**src/rtl/note_sequencer.sv**
```systemverilog
// rtl/note_sequencer.sv - pattern-RAM note source driving one pulse channel's gate, trigger and pitch.
// Optional NOTE_SEQ_TRANSPOSE_EN adds a transpose input applied at each song step.
module note_sequencer #(
  parameter int PHASE_BITS = 18,
  parameter int ROW_BITS   = 5
) (
  input  logic                  clk,
  input  logic                  rst_n,
  input  logic                  tick_clk,
  input  logic                  song_clk,
  input  logic                  start,
  input  logic                  stop,
  input  logic                  loop,
  input  logic                  pat_we,
  input  logic [ROW_BITS-1:0]   pat_addr,
  input  logic [8:0]            pat_data,
`ifdef NOTE_SEQ_TRANSPOSE_EN
  input  logic [3:0]            transpose,
`endif
  output logic                  note_on,
  output logic                  note_trigger,
  output logic [PHASE_BITS-1:0] phase_inc,
  output logic                  busy,
  output logic [ROW_BITS-1:0]   row
);

  localparam logic [1:0] CMD_HOLD = 2'b00;
  localparam logic [1:0] CMD_NOTE = 2'b01;
  localparam logic [1:0] CMD_END  = 2'b11;

  typedef enum logic [1:0] {S_IDLE, S_LOAD, S_RUN} state_t;

  state_t                r_state;
  logic [8:0]            r_ram [0:(1<<ROW_BITS)-1];
  logic [8:0]            r_cur;
  logic [ROW_BITS-1:0]   r_row_ptr;
  logic                  r_note_on;
  logic [PHASE_BITS-1:0] r_phase_inc;

  logic                  w_step;
  logic [1:0]            w_cmd;
  logic [2:0]            w_oct;
  logic [3:0]            w_semi;
  logic                  w_note_valid;
  logic [ROW_BITS-1:0]   w_next_ptr;
  logic                  w_wrap;
  logic [14:0]           w_shifted;
  logic [PHASE_BITS-1:0] w_pitch;

  function automatic logic [14:0] base_inc(input logic [3:0] semi);
    case (semi)
      4'd0:    base_inc = 15'd11431;
      4'd1:    base_inc = 15'd12110;
      4'd2:    base_inc = 15'd12830;
      4'd3:    base_inc = 15'd13593;
      4'd4:    base_inc = 15'd14402;
      4'd5:    base_inc = 15'd15258;
      4'd6:    base_inc = 15'd16165;
      4'd7:    base_inc = 15'd17127;
      4'd8:    base_inc = 15'd18145;
      4'd9:    base_inc = 15'd19224;
      4'd10:   base_inc = 15'd20367;
      4'd11:   base_inc = 15'd21578;
      default: base_inc = 15'd0;
    endcase
  endfunction

  assign w_step       = tick_clk & song_clk;
  assign w_cmd        = r_cur[8:7];
  assign w_oct        = r_cur[6:4];
  assign w_semi       = r_cur[3:0];
  assign w_note_valid = (w_cmd == CMD_NOTE) && (w_semi < 4'd12);
  assign w_next_ptr   = r_row_ptr + 1'b1;
  assign w_wrap       = (r_row_ptr == {ROW_BITS{1'b1}});

`ifdef NOTE_SEQ_TRANSPOSE_EN
  logic [3:0] w_tr;
  logic [4:0] w_sum;
  logic       w_carry;
  logic [3:0] w_eff_semi;
  logic [3:0] w_eff_oct;

  // Transposition past octave 7 pins to the highest table entry (B7).
  assign w_tr       = (transpose > 4'd11) ? 4'd0 : transpose;
  assign w_sum      = {1'b0, w_semi} + {1'b0, w_tr};
  assign w_carry    = (w_sum >= 5'd12);
  assign w_eff_semi = w_carry ? (w_sum[3:0] - 4'd12) : w_sum[3:0];
  assign w_eff_oct  = {1'b0, w_oct} + {3'd0, w_carry};
  assign w_shifted  = w_eff_oct[3] ? 15'd21578
                                   : (base_inc(w_eff_semi) >> (3'd7 - w_eff_oct[2:0]));
`else
  assign w_shifted  = base_inc(w_semi) >> (3'd7 - w_oct);
`endif

  assign w_pitch = {{(PHASE_BITS-15){1'b0}}, w_shifted};

  always_ff @(posedge clk) begin
    if (pat_we) r_ram[pat_addr] <= pat_data;
  end

  always_ff @(posedge clk) begin
    if (!rst_n) begin
      r_state     <= S_IDLE;
      r_row_ptr   <= '0;
      r_cur       <= '0;
      r_note_on   <= 1'b0;
      r_phase_inc <= '0;
    end else if (stop) begin
      r_state   <= S_IDLE;
      r_note_on <= 1'b0;
    end else if (start) begin
      r_state   <= S_LOAD;
      r_row_ptr <= '0;
    end else begin
      case (r_state)
        S_IDLE: r_state <= S_IDLE;
        S_LOAD: begin
          r_cur   <= r_ram[r_row_ptr];
          r_state <= S_RUN;
        end
        S_RUN: begin
          if (w_cmd == CMD_END) begin
            if (loop && (r_row_ptr != '0)) begin
              r_row_ptr <= '0;
              r_state   <= S_LOAD;
            end else begin
              r_state   <= S_IDLE;
              r_note_on <= 1'b0;
            end
          end else if (w_step) begin
            // OFF rows and out-of-range NOTE rows both close the gate.
            if (w_note_valid) begin
              r_note_on   <= 1'b1;
              r_phase_inc <= w_pitch;
            end else if (w_cmd != CMD_HOLD) begin
              r_note_on <= 1'b0;
            end
            r_row_ptr <= w_next_ptr;
            r_cur     <= r_ram[w_next_ptr];
            if (w_wrap && !loop) begin
              r_state   <= S_IDLE;
              r_note_on <= 1'b0;
            end
          end
        end
        default: r_state <= S_IDLE;
      endcase
    end
  end

  assign note_on      = r_note_on;
  assign note_trigger = (r_state == S_RUN) && w_note_valid;
  assign phase_inc    = r_phase_inc;
  assign busy         = (r_state != S_IDLE);
  assign row          = r_row_ptr;

endmodule

```
**config.mk**
```make
export PLATFORM = sky130hd
export DESIGN_NAME = note_sequencer
export DESIGN_NICKNAME = d
export VERILOG_FILES = /design/src/rtl/note_sequencer.sv
export SDC_FILE = /design/constraint.sdc
export NUM_CORES = 1
export LEC_CHECK = 0
export BUFFER_PORTS_ARGS = -buffer_cell sky130_fd_sc_hd__buf_2
export CAP_MARGIN = 15
export CORE_AREA = 4 4 239 241
export DETAILED_ROUTE_END_ITERATION = 10
export DIE_AREA = 0 0 243 245
export GPL_TIMING_DRIVEN = 0
export PLACE_DENSITY = 0.53
export SETUP_SLACK_MARGIN = 0.3
export SLEW_MARGIN = 30
export SYNTH_ARGS = -nofsm -noshare
export SYNTH_HDL_FRONTEND = slang
export SYNTH_SLANG_ARGS = --single-unit
```
**constraint.sdc**
```tcl
create_clock -name clk -period 10.6 [get_ports clk]
set_input_delay 1.06 -clock clk [delete_from_list [all_inputs] [get_ports clk]]
set_output_delay 1.06 -clock clk [all_outputs]
set_load 0.01 [all_outputs]
```
==> flow_results.org <==
** Yosys
- Number of synthesized flops with an enable pin :: 288
- Among all flip-flop cells after synthesis, the most frequent one is edfxtp_1.
- The synthesized design contains 340 register bits.
- Synthesis instantiated 65 different standard cells from the library.
- Sequential share of the synthesized area :: 59.3%
- During synthesis, Yosys emitted a total of 0 warnings.
- FFs w/ async S/R, synth :: 0%
- Number of standard cells after synthesis :: 967
- The synthesized netlist occupies a cell area of 16,300 um2.
- A synthesized cell averages approximately 17 um2.

** Clocking
- Clock transition time at the flip-flop clock pins of the worst setup and hold paths :: 0.06 ns
- CTS built an H-tree with a depth of 2.
- The tree is rooted in a clkbuf_16.
- Sink count of the clock tree :: 340
- Number of buffers on the longest clock path :: 3
- In this run, CTS created clock tree buffers numbering 39.
- Buffers added to address setup during post-CTS repair amount to 0.
- Buffers inserted to repair hold after CTS numbered 0.
- The clock reaches the later pin of the worst-skew pair after 0.55 ns.
- Post-CTS repair changed the size of 0 cells.
- TritonCTS built the clock tree.

** Route
- Once detail routing completed, the nets flagged for antenna violations numbered 0.
- First DRT Iteration DRCs :: 912
- The pre-antenna-repair detailed-routing pass consisted of 5 iterations.
- Summed over all layers, the routed wires come to 45,900 um.
- For this run, design rule violations remaining after detail routing come to 0.
- The detailed router placed 9,688 vias in this run.
- Wire per inst :: roughly 26 um
- In the routed layout, each cell is associated on average with a via count of 5.42.

** STA
- Headroom to the max-slew limit came out at 36.3%.
- Number of hold violations in the final report :: 0
- On the final layout, the worst clock skew is 0.0200 ns.
- Adding up every negative setup slack in the final design gives 0 ns.
- Static timing analysis puts the maximum clock frequency at 187 MHz.
- Slew at the pin with the worst max-slew slack :: between 0.9 and 1 ns
- The worst path needs 5.33 ns of the cycle, external delays included.
- RSZ-0062 raised after global routing :: no
- Dividing the final minimum period by the clock period gives ~50%.
- The final number of max-transition violations was 0.
- Setup violations remaining at the end of the flow were counted as 0.

** Die
- Die Outline Area :: 59,500 um2
- In this run the vertical extent of the chip is 245 um.
- Io pins :: 48
- Initial core utilization :: just under 30%
- # rows :: 86
- The die is roughly 240 um wide.
- The total area inside the core boundary comes to 54,900 um2.

** Worst setup path
- The worst setup path is of the flip-flop to flip-flop kind.
- Kind of end point of the critical path :: flip-flop
- Traced cell by cell, the critical path runs through buf_6 -> buf_4 -> buf_4 -> inv_1 -> ha_1 -> buf_4 -> buf_4 -> buf_2 -> clkbuf_1 -> mux4_2 -> mux2i_1 -> mux4_2 -> a211oi_1 -> a21oi_1 -> nor2_1.
- Data on the critical path is required at its endpoint by 11.07 ns.
- Among the stages of the critical path, the cell type that occurs most often is buf_4.
- Slowest cell on the critical path :: a211oi_1
- Grouping stages by cell kind, the critical path spends the most delay in buffers and inverters.
- Signal arrival time at the worst endpoint :: 5.80 ns
- Combined buffer and inverter count along the critical path :: 8
- Slowest stage delay, CP :: between 0.7 and 0.8 ns
- STA classifies the critical path startpoint as a flip-flop.
- In this run the worst path has a maximum fanout of 10.

** Place
- Weighted congestion reported at the end of routability-driven placement :: 0.850
- HPWL after detailed placement :: roughly 32,000 um
- After detailed placement, the total cell area comes to 17,500 um2.
- Count of buffers inserted at the top-level ports :: 44

** Global route
- Entering global routing, the biggest net connects 33 pins.
- Wire length of the first global-routing pass :: 68,300 um
- For this run, the total global-route usage over all layers was measured as 15.3%.
- Overall overflow remaining after global route :: 0
- Initial antenna violation count :: 0
- The number of global-route vias before repair is 10,100.

** Cells and area
- Area of combinational cells with multiple inputs :: approximately 6300 um2
- Synthesis-to-finish area growth :: 14.7%
- The layout has 5,267 filler cells.
- After the last flow step, the layout net total stands at 1,090.
- Final standard cell area without fillers :: approximately 19,000 um2
- Total area of sequential cells :: approximately 9700 um2
- Inserted Diodes :: 0
- Fraction of final layout cells with drive strength greater than 1 :: 31.5%

** Power and ir drop
- Ratio of total power to cell area :: between 150 and 200 nW/um2
- Worst vdd rail ir drop :: 0.0997 mV
- Summed over all cells, the static leakage comes to 5.72 nW.

** Hold path
- In this run the worst hold path is classified as flip-flop to flip-flop.

** Status
- The flow ran to the end, and the final reports show no timing, DRC or antenna violations.

** Run
- Max Cap Violations :: 0
[area by class of cell]
| class | count | area share [%] |
|---|---|---|
| Sequential cell | 340 | 51.7 |
| Buffer | 68 | 2.09 |
| Inverter | 20 | 0.401 |
| Multi-Input combinational cell | 541 | 33.5 |
| Clock inverter | 18 | 0.814 |
| Timing Repair Buffer | 45 | 1.22 |
| Tap cell | 704 | 4.70 |
| Clock buffer | 52 | 5.58 |
[synth_stat cells, types with 6 or more instances]
cell type  number  area [um2]
clkbuf_1       29         109
o21ai_0        17        85.1
buf_2          14        70.1
buf_4          14         105
and2_1          6        37.5
nor2_1         76         285
dfxtp_1        52        1040
nand2_1        40         150
o21ai_1         7        35.0
nand3_1        16        80.1
buf_6           7        78.8
a21oi_1        26         130
nand4_1         6        37.5
nand3b_1        8        60.1
a211oi_1       19         143
ha_1           13         163
edfxtp_1      288        8650
nor2b_1        13        81.3
mux2_2          8        90.1
inv_1          15        56.3
mux4_2        150        3380
mux2i_1        54         541
mux4_1         12         315
[metal layers]
layer	wire length [um]	share of wire, %	GRT usage, %
met3	2720	5.9	3.02
met1	21000	46	21.9
met2	21400	47	24.7
met5	0	0	0
met4	746	1.6	2.90
[path summary, 6_finish.rpt]
path                                                 start                    endpoint  slack, ns  cells past startpoint
worst max register to register         row[0]$_SDFFE_PN0P_       r_cur[5]$_SDFFE_PN0N_       5.27                     15
worst min register to register  phase_inc[13]$_SDFFE_PN0P_  phase_inc[13]$_SDFFE_PN0P_       0.45                      2
worst min-delay path            phase_inc[13]$_SDFFE_PN0P_  phase_inc[13]$_SDFFE_PN0P_       0.45                      2
worst max-delay path                   row[0]$_SDFFE_PN0P_       r_cur[5]$_SDFFE_PN0N_       5.27                     15
[cells by family (layout without fill, tap and decap cells)]
| kind of cell | after synthesis | in the layout | share of synthesized area [%] |
|---|---|---|---|
| buffers and inverters | 88 | 203 | 2.84 |
| adder cells (fa/ha/maj) | 13 | 13 | 0.996 |
| AO/OA/AOI/OAI | 108 | 108 | 4.51 |
| other | 1 | 3 | 0.0230 |
| multiplexers | 225 | 225 | 26.6 |
| XOR/XNOR | 4 | 4 | 0.260 |
| flip-flops | 340 | 340 | 59.3 |
| AND/OR/NAND/NOR | 188 | 188 | 5.50 |
[worst register-to-register path: stages, from the launching register on]
cell	delay, ns
dfxtp_1	0.40
buf_6	0.22
buf_4	0.28
buf_4	0.29
inv_1	0.18
ha_1	0.32
buf_4	0.22
buf_4	0.27
buf_2	0.35
clkbuf_1	0.73
mux4_2	0.43
mux2i_1	0.12
mux4_2	0.48
a211oi_1	0.79
a21oi_1	0.08
nor2_1	0.11
[flip-flops by register name (all words and copies together), names as in the netlist, named ones only]
register   count
phase_inc     15
r_cur          9
row            5
r_ram        288
r_state        2
note_on        1
[layout by cell type (no fill, tap or decap), types with 8 or more instances in the layout]
cell type / count
edfxtp_1: 288
mux4_2: 150
buf_2: 58
mux2i_1: 54
dfxtp_1: 52
nor2_1: 44
clkbuf_1: 40
nand2_1: 40
clkbuf_16: 40
nor2_2: 32
a21oi_1: 26
a211oi_1: 19
o21ai_0: 17
nand3_1: 16
inv_1: 15
buf_4: 15
nor2b_1: 13
ha_1: 13
mux4_1: 12
clkinv_1: 9
mux2_2: 8
nand3b_1: 8
[where the power goes]
part           switching (mW)  leakage (nW)  internal (mW)
logic                  0.0530          2.12         0.0248
clock network           0.547         0.582          0.744
registers             0.00786          3.02           1.47
total                   0.608          5.72           2.24
[stage by stage]
step | power (mW) | worst slack (ns) | hold slack, ns | std cells | util, %
CTS | 2.86 | 5.39 | 0.461 | 1788 | 34.1
floorplan | 1.54 | 6.81 | 0.476 | 969 | -
global placement | 1.58 | 5.42 | 0.440 | 1717 | 31.8
finish | 2.84 | 5.27 | 0.454 | 1788 | 34.2
global route | 2.94 | 5.15 | 0.489 | 1788 | 34.2
detailed placement | 1.58 | 5.42 | 0.452 | 1718 | 32.0
Note: power is estimated with default switching activity, not from simulation.
